File: config.mk
export PLATFORM = sky130hd
export DESIGN_NAME = prog_loader
export DESIGN_NICKNAME = d
export VERILOG_FILES = /design/src/rtl/prog_loader_pkg.sv /design/src/rtl/prog_word_assembler.sv /design/src/rtl/prog_loader.sv
export SDC_FILE = /design/constraint.sdc
export NUM_CORES = 1
export LEC_CHECK = 0
export CAP_MARGIN = 30
export CORE_ASPECT_RATIO = 1.75
export CORE_UTILIZATION = 30
export DETAILED_ROUTE_END_ITERATION = 8
export SYNTH_ARGS = -nofsm -noshare
export SYNTH_HDL_FRONTEND = slang
export SYNTH_HIERARCHICAL = 1
export SYNTH_SLANG_ARGS = --single-unit
File: constraint.sdc
create_clock -name clk -period 5.3 [get_ports clk]
set_input_delay 0.795 -clock clk [delete_from_list [all_inputs] [get_ports clk]]
set_output_delay 0.795 -clock clk [all_outputs]
set_load 0.01 [all_outputs]
File: src/rtl/prog_loader_pkg.sv
// Shared types and constants for the serial program loader.
package prog_loader_pkg;

  typedef enum logic [2:0] {
    S_SYNC,
    S_CNT0,
    S_CNT1,
    S_DATA,
    S_WRITE,
    S_CSUM,
    S_DONE,
    S_ERR
  } state_t;

  localparam logic [7:0] DEFAULT_SYNC_BYTE = 8'hA5;
  localparam int         BYTES_PER_WORD    = 4;

endpackage

File: src/rtl/prog_word_assembler.sv
// Packs incoming bytes LSB-first into 32-bit words and flags the 4th byte.
module prog_word_assembler
  import prog_loader_pkg::*;
(
  input  logic        clk,
  input  logic        rst,
  input  logic        clear,
  input  logic        byte_valid,
  input  logic [7:0]  byte_in,
  output logic [31:0] word,
  output logic        word_ready
);

  localparam logic [1:0] LAST_BYTE = 2'(BYTES_PER_WORD - 1);

  logic [23:0] shreg;
  logic [1:0]  byte_cnt;

  // The full word includes the byte being accepted this cycle, so it is valid with word_ready.
  assign word       = {byte_in, shreg};
  assign word_ready = byte_valid && (byte_cnt == LAST_BYTE);

  always_ff @(posedge clk) begin
    if (!rst) begin
      shreg    <= '0;
      byte_cnt <= '0;
    end else if (clear) begin
      byte_cnt <= '0;
    end else if (byte_valid) begin
      shreg    <= word[31:8];
      byte_cnt <= byte_cnt + 2'd1;
    end
  end

endmodule

File: src/rtl/prog_loader.sv
// Framed byte-stream boot loader: writes words to program memory from address 0
// and releases the core reset once the frame checksum verifies.
module prog_loader
  import prog_loader_pkg::*;
#(
  parameter int         ADDR_W    = 10,
  parameter int         DEPTH     = 1024,
  parameter logic [7:0] SYNC_BYTE = DEFAULT_SYNC_BYTE
) (
  input  logic              clk,
  input  logic              rst,
  input  logic              in_valid,
  input  logic [7:0]        in_data,
  output logic              in_ready,
  output logic              mem_we,
  output logic [ADDR_W-1:0] mem_addr,
  output logic [31:0]       mem_wdata,
  output logic              cpu_rst_n,
  output logic              done,
  output logic              error
);

  state_t state, next_state;

  logic        xfer;
  logic        is_sync;
  logic [15:0] cnt;
  logic [15:0] cnt_in;
  logic [15:0] word_idx;
  logic [7:0]  csum;
  logic        oversize;
  logic        last_word;
  logic        byte_valid;
  logic        word_ready;
  logic [31:0] word;

  logic              mem_we_d;
  logic [ADDR_W-1:0] mem_addr_d;
  logic [31:0]       mem_wdata_d;
  logic              cpu_rst_n_d;
  logic              done_d;
  logic              error_d;

  assign xfer       = in_valid && in_ready;
  assign is_sync    = (in_data == SYNC_BYTE);
  assign cnt_in     = {in_data, cnt[7:0]};
  assign oversize   = {1'b0, cnt_in} > 17'(DEPTH);
  assign last_word  = (word_idx + 16'd1) == cnt;
  assign byte_valid = xfer && (state == S_DATA);

  prog_word_assembler u_asm (
    .clk        (clk),
    .rst        (rst),
    .clear      (state != S_DATA),
    .byte_valid (byte_valid),
    .byte_in    (in_data),
    .word       (word),
    .word_ready (word_ready)
  );

  // Only the memory-write cycle stalls the byte source.
  always_comb begin
    in_ready = (state != S_WRITE);
  end

  always_ff @(posedge clk) begin
    if (!rst) begin
      state     <= S_SYNC;
      mem_we    <= 1'b0;
      mem_addr  <= '0;
      mem_wdata <= '0;
      cpu_rst_n <= 1'b0;
      done      <= 1'b0;
      error     <= 1'b0;
    end else begin
      state     <= next_state;
      mem_we    <= mem_we_d;
      mem_addr  <= mem_addr_d;
      mem_wdata <= mem_wdata_d;
      cpu_rst_n <= cpu_rst_n_d;
      done      <= done_d;
      error     <= error_d;
    end
  end

  always_comb begin
    next_state = state;
    unique case (state)
      S_SYNC, S_DONE, S_ERR: if (xfer && is_sync) next_state = S_CNT0;
      S_CNT0:                if (xfer) next_state = S_CNT1;
      S_CNT1: begin
        if (xfer) begin
          if (oversize)          next_state = S_ERR;
          else if (cnt_in == '0) next_state = S_CSUM;
          else                   next_state = S_DATA;
        end
      end
      S_DATA:  if (word_ready) next_state = S_WRITE;
      S_WRITE: next_state = last_word ? S_CSUM : S_DATA;
      S_CSUM:  if (xfer) next_state = (in_data == csum) ? S_DONE : S_ERR;
      default: next_state = S_SYNC;
    endcase
  end

  // Registered outputs are decoded from the state being entered.
  always_comb begin
    mem_we_d    = (next_state == S_WRITE);
    mem_addr_d  = (next_state == S_WRITE) ? word_idx[ADDR_W-1:0] : mem_addr;
    mem_wdata_d = word_ready ? word : mem_wdata;
    done_d      = (next_state == S_DONE);
    error_d     = (next_state == S_ERR);
    cpu_rst_n_d = (next_state == S_DONE);
  end

  always_ff @(posedge clk) begin
    if (!rst) begin
      cnt      <= '0;
      word_idx <= '0;
      csum     <= '0;
    end else begin
      case (state)
        S_SYNC, S_DONE, S_ERR: if (xfer && is_sync) word_idx <= '0;
        S_CNT0: begin
          if (xfer) begin
            cnt  <= {8'h00, in_data};
            csum <= in_data;
          end
        end
        S_CNT1: begin
          if (xfer) begin
            cnt  <= cnt_in;
            csum <= csum ^ in_data;
          end
        end
        S_DATA:  if (xfer) csum <= csum ^ in_data;
        S_WRITE: word_idx <= word_idx + 16'd1;
        default: ;
      endcase
    end
  end

endmodule
-- Word-level counts from Yosys, hierarchy flattened
Index checks and enable logic that the tools add are counted.
- add/sub/neg operators: 2
- magnitude comparators: 1
- equal/unequal tests: 20
- muxes and demuxes: 18
- bitwise logic cells: 4
- reduce and logical (&&, ||, !) cells: 17
- operator list (kind ; count):
    case mux 16 bit (2 select lines) ; 2
    2-to-1 mux 16 bit ; 3
    2-to-1 mux 3 bit ; 8
    == test 3 bit, second input constant ; 7
    case mux 3 bit (6 select lines) ; 1
    adder 16 x 1 -> 16 bit, second input constant ; 1
    == test 16 bit ; 1
    greater-than comparator 16 x 11 -> 1 bit, second input constant ; 1
    logical NOT 16 bit ; 1
    2-to-1 mux 8 bit ; 2
    case mux 8 bit (2 select lines) ; 1
    AND reduction 3 bit ; 3
    == test 8 bit ; 1
    == test 8 bit, second input constant ; 1
    bitwise XOR 8 bit ; 1
    == test 3 x 2 -> 1 bit, second input constant ; 2
    inequality test 2 bit, second input constant ; 3
    nonzero test 2 bit ; 3
    logical AND 1 bit ; 4
    AND reduction 2 bit ; 2
    OR reduction 2 bit ; 2
    == test 3 x 1 -> 1 bit, second input constant ; 1
    logical NOT 3 bit ; 1
    inequality test 3 x 2 -> 1 bit, second input constant ; 1
    7 further kinds ; 9
- register bits after elaboration: 114
- input bits: 11
- output and inout port bits: 47

-- Logic depth before layout (Yosys ltp)
- depth after elaboration: 7
- depth in mapped cells: 12
- gate-level depth less buffers: 9

-- Cells and area by module
The synthesis kept the hierarchy.
- by module, submodules not included (module ; instances ; cells each ; area an instance (sq um) ; seq. area each (sq um)):
    prog_loader ; 1 ; 535 ; 4568.1 ; 1761.7
    prog_word_assembler ; 1 ; 105 ; 1077.3 ; 520.5

-- Worst setup path after synthesis
OpenSTA, ideal clock, no wires.
- path type: in2reg
- start: in in_data[2]
- end: reg mem_we
- arrival time: 2.658 ns
- required time: 5.185 ns
- slack: 2.527 ns
- stages on the path: 8
- buffers on the path: 2
- cell sequence: buf_4 > or4b_1 > or4b_4 > a22oi_2 > a2bb2oi_2 > a311oi_2 > buf_6 > and2_1
- longest elaborated chain between the ends: 6
- ends and longest elaborated chain (item ; RTL line ; source):
    start: declaration ; prog_loader.sv:13 ; input logic [7:0] in_data,
    parallel branches: the longest is 4 deep, another holds greater-than comparator 16 x 11 -> 1 bit ; - ;
    case mux 3 bit (6 select lines) * ; prog_loader.sv:88 ; unique case (state)
    == test 3 bit * ; prog_loader.sv:107 ; mem_we_d = (next_state == S_WRITE);
    end signal: assignment ; prog_loader.sv:77 ; mem_we <= mem_we_d;
    end: declaration ; prog_loader.sv:15 ; output logic mem_we,
Every way passes the cells marked *.
A chain may end at the register's enable or synchronous reset.

-- Worst setup path after layout
- start: reg state[1]
- end: out in_ready
- longest elaborated chain between the ends: 1
- ends and longest elaborated chain (item ; RTL line ; source):
    start: declaration ; prog_loader.sv:23 ; state_t state, next_state;
    start signal: assignment ; prog_loader.sv:76 ; state <= next_state;
    inequality test 3 bit ; prog_loader.sv:63 ; in_ready = (state != S_WRITE);
    end: declaration ; prog_loader.sv:14 ; output logic in_ready,
Every way passes these cells.

==> results.toml <==
[run_status]
outcome = "finished clean"

[critical_path]
data_required_time_of_the_worst_path_ps = 4510
timing.setup.critical_path_class = "flop to output port"
worst_path_maximum_fanout = 22
worst_setup_path_start_kind = "flop"
crit_path_end_kind = "output port"
cp.arrival_ps = 2660

[clock_network]
clk_latency_ps = 410
ctsHoldBuffers = 0
tritoncts.num_buffers = 17
tritoncts_sinks = 114
clock_path_buffers = 2
tritoncts_clock_tree = "built"
htreeDepth = 4
cts_resized = 0
ctsRootBufferMaster = "sky130_fd_sc_hd__clkbuf_16"
cts_setup_buffers = 0
clock_pin_transition_on_the_worst_setup_and_hold_timing_paths_ps = 60

[die]
rows = 66
top_level_ports = 58
die_area_mm2 = 0.0194
initial_utilization = 0.305
die-height_um = 183
coreArea_mm2 = 0.0185
chipWidth_um = 106

[power_and_ir_drop]
leakagePower_nw = 2.23
total_power_divided_by_cell_area_mw_per_mm2 = 297
vdd.ir_drop.worst_uv = 202
p_total_w = 0.00203

[logic_synthesis]
netlist_top_cells_count = "sky130_fd_sc_hd__dfxtp_1, sky130_fd_sc_hd__nand2_1, sky130_fd_sc_hd__mux2i_1, sky130_fd_sc_hd__nor2b_1, sky130_fd_sc_hd__a21boi_0"
synth.distinct_cells = 58
synth_area_leaders = "sky130_fd_sc_hd__dfxtp_1, sky130_fd_sc_hd__mux2i_1, sky130_fd_sc_hd__nand2_1"
postSynth.asyncResetShare = 0
synthesis.area_mm2 = 0.00565
sequential_element_share_of_the_synthesized_area = 0.404
number_of_enable_flip_flop_cells_after_synthesis = 0
synth_largest_area_cell = "sky130_fd_sc_hd__dfxtp_1"
ys_warn_count = 6
synth_top_flop_cell = "sky130_fd_sc_hd__dfxtp_1"
syn_inst = 640
synthMostInstantiatedCell = "sky130_fd_sc_hd__dfxtp_1"
synth_seq_cells = 114
mappedNetlistNets = 654
syn-mean-instance-area_um2 = 8.82
area_share_of_the_largest_cell_type_after_synthesis = 0.404

[grt]
grt_max_degree = 73
met3_track_demand_over_resource = 0.0354
grt_most_used_layer = "met2"
global_route.usage.total = 0.150
grt-ovfl-total = 0
globalRouteMet2Util = 0.279
grt_antenna_before_repair = 0
first_global_vias = 4333
grt_pass1_wl_um = 22400
grt_util_met1 = 0.153

[timing]
max_slew.worst_pin.slew_ps = 894
tns_ps = 0
maxSlewHeadroom = 0.403
final.period_utilization = 0.652
setup-violations-final = 0
final-hold-violation-count = 0
grt_setup_unrepaired = "no"
clock_skew_ps = 7.99
fmax_mhz = 289
slew_limit_fails = 0
final_period_minus_worst_setup_slack_ps = 3460
worst_hold_slack_after_final_layout_ps = 454

[detailed_routing]
drc = 0
initial_drc_count = 214
wirelength_um = 13900
vias_per_cell = 4.87
first_pass_iters = 4
avgRoutedWirePerCell_um = 15.1
vias = 4475
antenna_left = 0

[job]
max_cap_viol_count = 0

[placement]
port_buffers = 57
detailedPlacementHpwl_um = 9750
gp_congestion = 0.829

[worst_hold_path]
hp-class = "flop to flop"

[final_layout]
fillerInstances = 1881
num-nets-final = 682
ant_diodes = 0
postLayoutCoreUtil = 0.370
layout-drive-gt1-share = 0.0675
syn2layout_area_growth_pct = 21.1
==> cell usage in the layout, fill, tap and decap left out, types with 7 or more instances in the layout <==
cell	synthesis	layout
sky130_fd_sc_hd__xor2_1	15	15
sky130_fd_sc_hd__o21a_1	7	7
sky130_fd_sc_hd__mux2i_1	68	68
sky130_fd_sc_hd__clkbuf_16	0	17
sky130_fd_sc_hd__clkdlybuf4s50_1	0	56
sky130_fd_sc_hd__dfxtp_1	114	114
sky130_fd_sc_hd__a21boi_0	36	36
sky130_fd_sc_hd__nor2_1	26	26
sky130_fd_sc_hd__nand2_1	98	98
sky130_fd_sc_hd__nand3_1	23	23
sky130_fd_sc_hd__nor2b_1	55	55
sky130_fd_sc_hd__nor3_1	11	11
sky130_fd_sc_hd__o21ai_0	28	28
sky130_fd_sc_hd__xnor2_1	14	14
sky130_fd_sc_hd__nand2b_1	7	7
==> cell families (layout without fill, tap and decap cells) <==
group	Yosys count	after routing	synth area share
compound gates	99	99	0.122
buf+inv	57	98	0.0539
flops	114	114	0.404
fa+ha+maj	3	3	0.00665
xor+xnor	29	29	0.0450
mux	68	68	0.121
simple gates	270	270	0.248
==> where the power goes <==
part / internal (W) / total [W] / switching [W]
sequential: 0.000858 / 0.000859 / 0.00000109
combinational: 0.0000193 / 0.0000515 / 0.0000321
clock: 0.000702 / 0.00112 / 0.000414
==> per-stage QoR <==
stage	setup slack, ps	cell area, µm²	cells
floorplan	2530	5650	640
global placement	1740	6260	887
detailed placement	1690	6260	887
CTS	1840	6840	919
global route	1660	6840	919
finish	1840	6840	919
==> worst paths after layout <==
check,cells after the start,from,to,slack [ps]
worst max-delay path,4,state[1],in_ready,1840
worst min-delay path,2,u_asm/shreg[0],u_asm/shreg[0],450
worst max register to register,9,state[1],mem_addr[5],2220
worst min register to register,2,u_asm/shreg[0],u_asm/shreg[0],450
==> state kept, by name, indices dropped and copies added, names as in the netlist <==
signal / flops
state: 3
mem_we: 1
word_idx: 16
error: 1
done: 1
u_asm/byte_cnt: 2
mem_addr: 10
cnt: 16
mem_wdata: 32
csum: 8
u_asm/shreg: 24
==> routing by layer <==
metal,wire [µm],part of all wire
met1,5420,0.39
met2,7550,0.54
met3,383,0.028
met4,555,0.040
met5,0,0
==> final cells by class <==
| cell class | instances | area [µm²] | area share |
|---|---|---|---|
| flip-flops and latches | 114 | 2280 | 0.334 |
| well taps | 238 | 298 | 0.0436 |
| inverters | 5 | 18.8 | 0.00275 |
| multi-input cells | 469 | 3060 | 0.448 |
| clock inverters | 13 | 136 | 0.0200 |
| clock buffers | 19 | 443 | 0.0648 |
| repair buffers | 61 | 598 | 0.0875 |
==> worst max-delay path: stages (launching register included) <==
cell and delay (ps):
sky130_fd_sc_hd__dfxtp_1 650, sky130_fd_sc_hd__nor3b_1 100, sky130_fd_sc_hd__buf_4 220, sky130_fd_sc_hd__inv_1 600, sky130_fd_sc_hd__clkdlybuf4s50_1 680
(Power assumes the default switching activity.)
